## config.mk

```make
export PLATFORM = sky130hd
export DESIGN_NAME = apple_spawner
export DESIGN_NICKNAME = d
export VERILOG_FILES = /design/src/rtl/snake_pkg.sv /design/src/rtl/lfsr16.sv /design/src/rtl/apple_spawner.sv
export SDC_FILE = /design/constraint.sdc
export NUM_CORES = 1
export LEC_CHECK = 0
export CAP_MARGIN = 20
export CORE_MARGIN = 2
export CORE_UTILIZATION = 33
export DETAILED_ROUTE_END_ITERATION = 8
export MAX_ROUTING_LAYER = met4
export PLACE_DENSITY = 0.66
export SLEW_MARGIN = 20
export SYNTH_ARGS = -nofsm -noshare
export SYNTH_HDL_FRONTEND = slang
export SYNTH_HIERARCHICAL = 1
export SYNTH_SLANG_ARGS = --single-unit
```

## constraint.sdc

```tcl
create_clock -name clk -period 2.3 [get_ports clk]
set_input_delay 0.23 -clock clk [delete_from_list [all_inputs] [get_ports clk]]
set_output_delay 0.23 -clock clk [all_outputs]
set_load 0.005 [all_outputs]
```

## src/rtl/snake_pkg.sv

```systemverilog
// Shared coordinate, apple-spawner state and LFSR tap definitions for the snake game.
// Pure declarations: no latency, no backpressure.
package snake_pkg;

    localparam int COORD_W = 7;
    localparam logic [COORD_W-1:0] OFFGRID = 7'h7F;

    typedef enum logic [1:0] {
        ACTIVE = 2'd0,
        SPAWN  = 2'd1,
        FROZEN = 2'd2
    } spawn_state_t;

    // Fibonacci taps for x^16 + x^14 + x^13 + x^11 + 1 (maximal length)
    localparam int LFSR_TAP_A = 15;
    localparam int LFSR_TAP_B = 13;
    localparam int LFSR_TAP_C = 12;
    localparam int LFSR_TAP_D = 10;

endpackage

```

## src/rtl/lfsr16.sv

```systemverilog
// Free-running 16-bit Fibonacci LFSR, reset to SEED.
// New value every cycle, no stall input.
module lfsr16
    import snake_pkg::*;
#(
    parameter logic [15:0] SEED = 16'hACE1
) (
    input  logic        clk,
    input  logic        reset,
    output logic [15:0] out
);

    logic fb;

    assign fb = out[LFSR_TAP_A] ^ out[LFSR_TAP_B] ^ out[LFSR_TAP_C] ^ out[LFSR_TAP_D];

    always_ff @(posedge clk or negedge reset) begin
        if (!reset) begin
            out <= SEED;
        end else begin
            out <= {out[14:0], fb};
        end
    end

endmodule

```

## src/rtl/apple_spawner.sv

```systemverilog
// Apple placement, consumption detection and respawn for the snake playfield.
// Outputs registered (eat pulse one cycle after the hit edge); never stalls, frozen by gameOver.
module apple_spawner
    import snake_pkg::*;
#(
    parameter int          GRID_W     = 80,
    parameter int          GRID_H     = 60,
    parameter int          INIT_X     = 40,
    parameter int          INIT_Y     = 30,
    parameter logic [15:0] SEED       = 16'hACE1,
    parameter int          MAX_TRIES  = 15,
    parameter int          FALLBACK_X = 0,
    parameter int          FALLBACK_Y = 0
) (
    input  logic               clk,
    input  logic               reset,
    input  logic               gameOver,
    input  logic [COORD_W-1:0] snake1X,
    input  logic [COORD_W-1:0] snake1Y,
    input  logic [COORD_W-1:0] snake2X,
    input  logic [COORD_W-1:0] snake2Y,
    output logic [COORD_W-1:0] apple1X,
    output logic [COORD_W-1:0] apple1Y,
    output logic               apple_valid,
    output logic               apple_eaten,
    output logic [1:0]         eater
);

    localparam int TRIES_W = $clog2(MAX_TRIES + 1);

    localparam logic [COORD_W:0]   GW        = GRID_W[COORD_W:0];
    localparam logic [COORD_W:0]   GH        = GRID_H[COORD_W:0];
    localparam logic [COORD_W-1:0] INIT_XC   = INIT_X[COORD_W-1:0];
    localparam logic [COORD_W-1:0] INIT_YC   = INIT_Y[COORD_W-1:0];
    localparam logic [COORD_W-1:0] FB_X      = FALLBACK_X[COORD_W-1:0];
    localparam logic [COORD_W-1:0] FB_Y      = FALLBACK_Y[COORD_W-1:0];
    localparam logic [TRIES_W-1:0] TRIES_MAX = MAX_TRIES[TRIES_W-1:0];

    spawn_state_t       state_q, state_d;
    logic [COORD_W-1:0] ax_q, ax_d, ay_q, ay_d;
    logic               valid_q, valid_d;
    logic               eaten_q, eaten_d;
    logic [1:0]         eater_q, eater_d;
    logic [TRIES_W-1:0] tries_q, tries_d;

    logic [15:0]        lfsr;
    logic [1:0]         unused_lfsr_hi;
    logic [COORD_W-1:0] cx, cy;
    logic               hit1, hit2, cand_ok, fb_ok;

    lfsr16 #(.SEED(SEED)) u_lfsr (
        .clk   (clk),
        .reset (reset),
        .out   (lfsr)
    );

    assign cx             = lfsr[6:0];
    assign cy             = lfsr[13:7];
    assign unused_lfsr_hi = lfsr[15:14];

    assign hit1 = (snake1X == ax_q) && (snake1Y == ay_q);
    assign hit2 = (snake2X == ax_q) && (snake2Y == ay_q);

    // Only heads are tested; the body may overlap a freshly spawned apple
    assign cand_ok = ({1'b0, cx} < GW) && ({1'b0, cy} < GH)
                   && !((cx == snake1X) && (cy == snake1Y))
                   && !((cx == snake2X) && (cy == snake2Y));
    assign fb_ok   = !((FB_X == snake1X) && (FB_Y == snake1Y))
                   && !((FB_X == snake2X) && (FB_Y == snake2Y));

    always_comb begin
        state_d = state_q;
        ax_d    = ax_q;
        ay_d    = ay_q;
        valid_d = valid_q;
        eaten_d = 1'b0;
        eater_d = eater_q;
        tries_d = tries_q;
        case (state_q)
            ACTIVE: begin
                if (gameOver) begin
                    state_d = FROZEN;
                end else if (hit1 || hit2) begin
                    // Hide immediately so downstream comparators match for one cycle only
                    ax_d    = OFFGRID;
                    ay_d    = OFFGRID;
                    valid_d = 1'b0;
                    eaten_d = 1'b1;
                    eater_d = {hit2, hit1};
                    tries_d = '0;
                    state_d = SPAWN;
                end
            end
            SPAWN: begin
                if (gameOver) begin
                    state_d = FROZEN;
                end else if (tries_q < TRIES_MAX) begin
                    if (cand_ok) begin
                        ax_d    = cx;
                        ay_d    = cy;
                        valid_d = 1'b1;
                        state_d = ACTIVE;
                    end else begin
                        tries_d = tries_q + TRIES_W'(1);
                    end
                end else if (fb_ok) begin
                    ax_d    = FB_X;
                    ay_d    = FB_Y;
                    valid_d = 1'b1;
                    state_d = ACTIVE;
                end else begin
                    tries_d = '0;
                end
            end
            FROZEN: begin
                state_d = FROZEN;
            end
            default: begin
                state_d = ACTIVE;
            end
        endcase
    end

    always_ff @(posedge clk or negedge reset) begin
        if (!reset) begin
            state_q <= ACTIVE;
            ax_q    <= INIT_XC;
            ay_q    <= INIT_YC;
            valid_q <= 1'b1;
            eaten_q <= 1'b0;
            eater_q <= 2'b00;
            tries_q <= '0;
        end else begin
            state_q <= state_d;
            ax_q    <= ax_d;
            ay_q    <= ay_d;
            valid_q <= valid_d;
            eaten_q <= eaten_d;
            eater_q <= eater_d;
            tries_q <= tries_d;
        end
    end

    assign apple1X     = ax_q;
    assign apple1Y     = ay_q;
    assign apple_valid = valid_q;
    assign apple_eaten = eaten_q;
    assign eater       = eater_q;

endmodule
```

Word level (Yosys, flattened, before mapping)
Cells that the tools add are included.
{"block": "word_totals", "elab_cells": 96, "mem_count": 0, "ff_bits": 40, "rom_bits": 0, "input_bits": 31, "ram_bits": 0, "latchBits": 0}
{"block": "op_classes", "n_mul": 0, "reduce_logical": 25, "n_lt_le_gt_ge": 3, "n_bitwise": 4, "n_eq_ne": 20, "addsub": 1, "n_div": 0, "n_shift": 0, "n_mux": 35}
{"op": "$mux 7", "count": 9}
{"op": "$eq 7x7->1", "count": 8}
{"op": "$logic_not 7->1", "count": 4}
{"op": "$pmux 7 s2", "count": 2}
{"op": "$mux 4", "count": 6}
{"op": "$ne 3x3->1 const B", "count": 5}
{"op": "$mux 2", "count": 6}
{"op": "$reduce_and 6->1", "count": 2}
{"op": "$logic_and 1x1->1", "count": 10}
{"op": "$mux 1", "count": 9}
{"op": "$ne 4x4->1 const B", "count": 2}
{"op": "$pmux 4 s2", "count": 1}
{"op": "$lt 7x6->1 const B", "count": 1}
{"op": "$lt 7x7->1 const B", "count": 1}
{"op": "$ne 2x2->1 const B", "count": 3}
{"op": "$pmux 2 s3", "count": 1}
{"op": "$reduce_and 3->1", "count": 2}
{"op": "$add 4x1->4 const B", "count": 1}
{"op": "$logic_not 1->1", "count": 4}
{"op": "$lt 4x4->1 const B", "count": 1}
{"op": "$xor 1x1->1", "count": 3}
{"op": "$eq 2x1->1 const B", "count": 1}
{"op": "$eq 2x2->1 const B", "count": 1}
{"op": "$logic_not 2->1", "count": 1}
{"op": "4 further kinds", "count": 4}

Depth between registers and ports, before layout
{"block": "logic_depth", "word_depth": 9, "ltp_mapped": 8, "depth_no_buf": 7}

Cells and area by module
Netlist, hierarchy kept.
{"module": "apple_spawner", "n_inst": 1, "cells_each": 197, "area_each_um2": 1798.0}
{"module": "lfsr16", "n_inst": 1, "cells_each": 19, "area_each_um2": 436.7}

Worst setup path before layout
OpenSTA, ideal clock, no wires.
{"block": "synth_timing", "kind": "reg-to-reg", "from": "reg ax_q[3], in the netlist apple1X[3]", "to": "reg ax_q[6], in the netlist apple1X[6]", "path_buffers": 1, "t_arrival_ps": 1661, "path_stages_with_launch": 9, "period_less_slack_ps": 1741, "path_slack_ps": 559, "setup_ps": 79, "cell_sequence": "dfstp_2 xnor2_1 nand4_1 nor4_2 o21ai_2 inv_2 buf_6 nor2_1 mux2i_1"}
{"block": "synth_via", "elab_chain_len": 5, "word_cells_on_any_way": 7}
{"item": "start: declaration", "line": "apple_spawner.sv:40", "rtl": "logic [COORD_W-1:0] ax_q, ax_d, ay_q, ay_d;"}
{"item": "start signal: assignment", "line": "apple_spawner.sv:127", "rtl": "ax_q <= INIT_XC;"}
{"item": "start signal: assignment", "line": "apple_spawner.sv:135", "rtl": "ax_q <= ax_d;"}
{"item": "$eq 7x7->1 (on tied branches)", "line": "apple_spawner.sv:61, apple_spawner.sv:62"}
{"item": "$logic_and 1x1->1 (on tied branches)", "line": "apple_spawner.sv:61, apple_spawner.sv:62"}
{"item": "$logic_or 1x1->1 *", "line": "apple_spawner.sv:83", "rtl": "end else if (hit1 || hit2) begin"}
{"item": "$ne 2x2->1 (no source line) *"}
{"item": "$reduce_and 6->1 (no source line) *"}
Mark *: on every way between the ends. The rest lies on a longest branch, timed or not.
A chain may end at the register's enable or synchronous reset.

Worst setup path in the final report
{"block": "layout_timing", "from": "reg u_lfsr.out[10]", "to": "reg tries_q[0]"}
{"block": "layout_via", "elab_chain_len": 7, "word_cells_on_any_way": 12}
{"item": "start: declaration", "line": "lfsr16.sv:10", "rtl": "output logic [15:0] out"}
{"item": "start signal: assignment", "line": "lfsr16.sv:21", "rtl": "out <= {out[14:0], fb};"}
{"item": "branches (longest 4 deep; another with $lt 7x6->1)"}
{"item": "$logic_and 1x1->1 *", "line": "apple_spawner.sv:67", "rtl": "&& !((cx == snake2X) && (cy == snake2Y));"}
{"item": "$ne 3x3->1 (no source line) *"}
{"item": "$reduce_and 6->1 (no source line) *"}
{"item": "end signal: assignment", "line": "apple_spawner.sv:140", "rtl": "tries_q <= tries_d;"}
{"item": "end: declaration", "line": "apple_spawner.sv:44", "rtl": "logic [TRIES_W-1:0] tries_q, tries_d;"}
Every way passes the cells marked *.

==> flow_summary.yaml <==
power:
  powerDensity_mw_per_mm2: 427
  netSwitchingFraction_pct: 23.7
  leakagePower_nw: 1.34
  ir_worst_vdd_v: 0.000235
  p_sw_mw: 0.319
  comb_power_share_pct: 13.3
  p_int_mw: 1.02
  power.share.sequential_pct: 52.4
  clockPowerShare_pct: 34.3
route:
  viasPerCell: 4.99
  routed_wl_mm: 6.36
  routed-via-count: 1905
  wl_per_cell_microns: 16.7
  drt.antenna.violating_nets: 0
  post-route-drc-count: 0
  drt-initial-drc-count: 71
  drt-pass1-iter-count: 4
synth:
  ys_types: 30
  yosys_warnings: 6
  synth-async-reset-ratio_pct: 100
  synth_edf_count: 0
  ys_ff_latch: 40
  ys.flop_type: "dfrtp_1"
  synth_seq_area_share_pct: 45.6
  syn-num-nets: 248
  avgSynthCellArea_sq_um: 10.3
  synth_cells: 216
  synthesis.area_sq_mm: 0.00223
placed_design:
  gp_congestion: 0.945
  port_buffers: 48
  dp_hpwl_mm: 4.99
  place_ws_ps: -170
  dpl-instance-area_sq_mm: 0.00305
setup_path:
  cp_data_required_time_ps: 2480
  cp-start-kind: "flip-flop"
  critical_path.cell_chain: "xor2_1 > nor4_1 > nand4_1 > buf_4 > nand3_1 > o21ai_1 > a32o_1"
  critPathCaptureType: "flip-flop"
  rr_worst_depth: 7
  path_class: "reg -> reg"
  critPathBufInv: 1
  cp-endpoint: "tries_q[0]$_DFFE_PN0P_"
  crit_slowest_cell: "dfstp_2"
  r2r_start: "u_lfsr/out[10]$_DFF_PN1_"
  cp.arrival_ps: 2290
  worst-path-stages: 7
  cp-startpoint: "u_lfsr/out[10]$_DFF_PN1_"
  path_max_fanout: 6
  critical_path.max_stage_delay_ps: 640
  critical_path.top_delay_family: "flip-flops"
  rrSetupSlack_ps: 190
  reg2reg_to: "tries_q[0]$_DFFE_PN0P_"
grt:
  grt_antenna_before_repair: 0
  grt_max_degree: 41
  grt_pass1_wl_mm: 10.3
  grt_overflow: 0
  grtUsageTotal_pct: 19.2
  first_global_vias: 1952
clocking:
  clock-root-buffer: "clkbuf_8"
  clkSinkCount: 40
  cts_tree: "done"
  clock_latency_ps: 300
  cts_buffers: 5
  htreeDepth: 2
  clockBufferDepth: 2
  clk_pin_slew_ps: 70
  post_cts_resized: 1
  cts_hold_buf: 0
  cts_setup_buffers: 0
sta:
  drv_slew: 0
  min_period_over_period_pct: 91.8
  fin_skew_ps: 7.49
  finalSetupViolCount: 0
  layout_setup_ws_ps: 188
  hold_viol: 0
  period_needed_ps: 2110
  relSlewSlack_pct: 42.1
  max_freq_mhz: 473
  rsz0062_at_grt: "false"
  tns_ps: 0
  worst_slew_pin_slew_ps: 868
die:
  die_width_microns: 86.3
  dieArea_sq_mm: 0.00745
  fp.dieH_microns: 86.3
  initial_utilization_pct: 34.6
  io_pins: 49
  coreArea_sq_mm: 0.00646
  rows: 29
cells_and_area:
  multi_input_area_sq_mm: 0.00119
  fin_nets: 336
  fillers: 627
  final_area_sq_mm: 0.00314
  drive_gt1_share_pct: 21.6
  seq_area_sq_mm: 0.00102
  syn2layout_area_growth_pct: 40.6
  diodes: 0
outcome:
  status: "complete, no violations"
job:
  cap_viol_max_count: 0
min_path:
  hold_class: "in -> async"
[per-stage QoR]
stage / util [%] / total power [mW] / hold slack [ps] / cells
2_1_floorplan: - / 0.762 / -65.6 / 216
3_3_place_gp: 47.2 / 0.896 / 339 / 374
3_5_place_dp: 47.2 / 0.896 / 343 / 374
4_1_cts: 48.7 / 1.36 / 85.0 / 382
5_1_grt: 48.7 / 1.41 / 116 / 382
6_report: 48.7 / 1.34 / 49.6 / 382
[worst min path at each step]
stage | start | to | slack (ps) | cells past startpoint
floorplan | reset | apple1X[0]$_DFFE_PN0P_ | -70 | 0
global placement | u_lfsr/out[14]$_DFF_PN0_ | u_lfsr/out[15]$_DFF_PN1_ | 340 | 0
detailed placement | u_lfsr/out[14]$_DFF_PN0_ | u_lfsr/out[15]$_DFF_PN1_ | 340 | 0
CTS | reset | u_lfsr/out[8]$_DFF_PN0_ | 90 | 1
global route | reset | u_lfsr/out[8]$_DFF_PN0_ | 120 | 1
finish | reset | eater[1]$_DFFE_PN0P_ | 50 | 1
[cells in the mapped netlist, types with 2 or more instances]
library cell / number / area, sq um
xnor2_1: 30 / 263
xor2_1: 29 / 254
nand2_1: 26 / 97.6
dfrtp_1: 25 / 626
nor2_1: 21 / 78.8
dfstp_2: 15 / 394
mux2i_1: 14 / 140
nand4_1: 12 / 75.1
nor4_1: 12 / 75.1
nand3_1: 5 / 25.0
a31o_2: 2 / 17.5
and3_1: 2 / 12.5
buf_6: 2 / 22.5
nor3_1: 2 / 10.0
nor4_2: 2 / 25.0
o21ai_0: 2 / 10.0
o21ai_2: 2 / 17.5
[worst register-to-register path, stage by stage, from the launching register on]
cell and delay (ps):
dfstp_2 640, xor2_1 110, nor4_1 290, nand4_1 190
buf_4 180, nand3_1 110, o21ai_1 170, a32o_1 310
[cell usage in the layout, fill, tap and decap left out, types with 2 or more instances in the layout]
| master | synthesis | layout |
|---|---|---|
| clkdlybuf4s50_1 | 0 | 47 |
| buf_4 | 0 | 36 |
| xnor2_1 | 30 | 30 |
| xor2_1 | 29 | 29 |
| nand2_1 | 26 | 26 |
| dfrtp_1 | 25 | 25 |
| nor2_1 | 21 | 21 |
| dfstp_2 | 15 | 15 |
| mux2i_1 | 14 | 14 |
| nand4_1 | 12 | 12 |
| nor4_1 | 12 | 12 |
| nand3_1 | 5 | 5 |
| clkbuf_8 | 0 | 5 |
| nor4_2 | 2 | 2 |
| nor3_1 | 2 | 2 |
| o21ai_0 | 2 | 2 |
| and3_1 | 2 | 2 |
| a31o_2 | 2 | 2 |
| clkbuf_1 | 1 | 2 |
[sequential cells by signal, indices dropped and copies added (netlist names)]
signal	flops
state_q	2
apple_valid	1
tries_q	4
apple1X	7
apple_eaten	1
u_lfsr/out	16
apple1Y	7
eater	2
[layer usage]
| layer | GRT usage, % | part of all wire, % | vias to the layer above |
|---|---|---|---|
| met1 | 25.4 | 46 | 925 |
| met5 | - | 0 | - |
| li1 | - | - | 924 |
| met4 | 4.40 | 1.0 | 0 |
| met3 | 4.29 | 4.5 | 6 |
| met2 | 30.2 | 49 | 50 |
[final cells by class]
type / instances / area share (%)
sequential: 40 / 32.4
clock buffer: 7 / 2.43
tap: 77 / 3.07
multi-input combinational: 171 / 37.8
inverter: 2 / 0.239
clock inverter: 1 / 0.279
timing repair buffer: 84 / 23.7
[logic make-up after synthesis]
family	Yosys count	synth area share [%]
and+or+nand+nor	85	18.9
DFF	40	45.6
buffers and inverters	5	1.51
adders and majority gates	1	0.560
AOI/OAI and AO/OA	12	4.03
xor gates and xnor gates	59	23.1
muxes	14	6.27
[power by group through the flow]
stage                     clock (mW)  sequential [mW]  combinational (mW)
after detailed placement           0            0.717               0.179
after global routing           0.507            0.704               0.194
after CTS                      0.474            0.704               0.180
after floorplan                    0            0.717              0.0450
after global placement             0            0.717               0.179
final                          0.460            0.704               0.178
(Power assumes the default switching activity.)
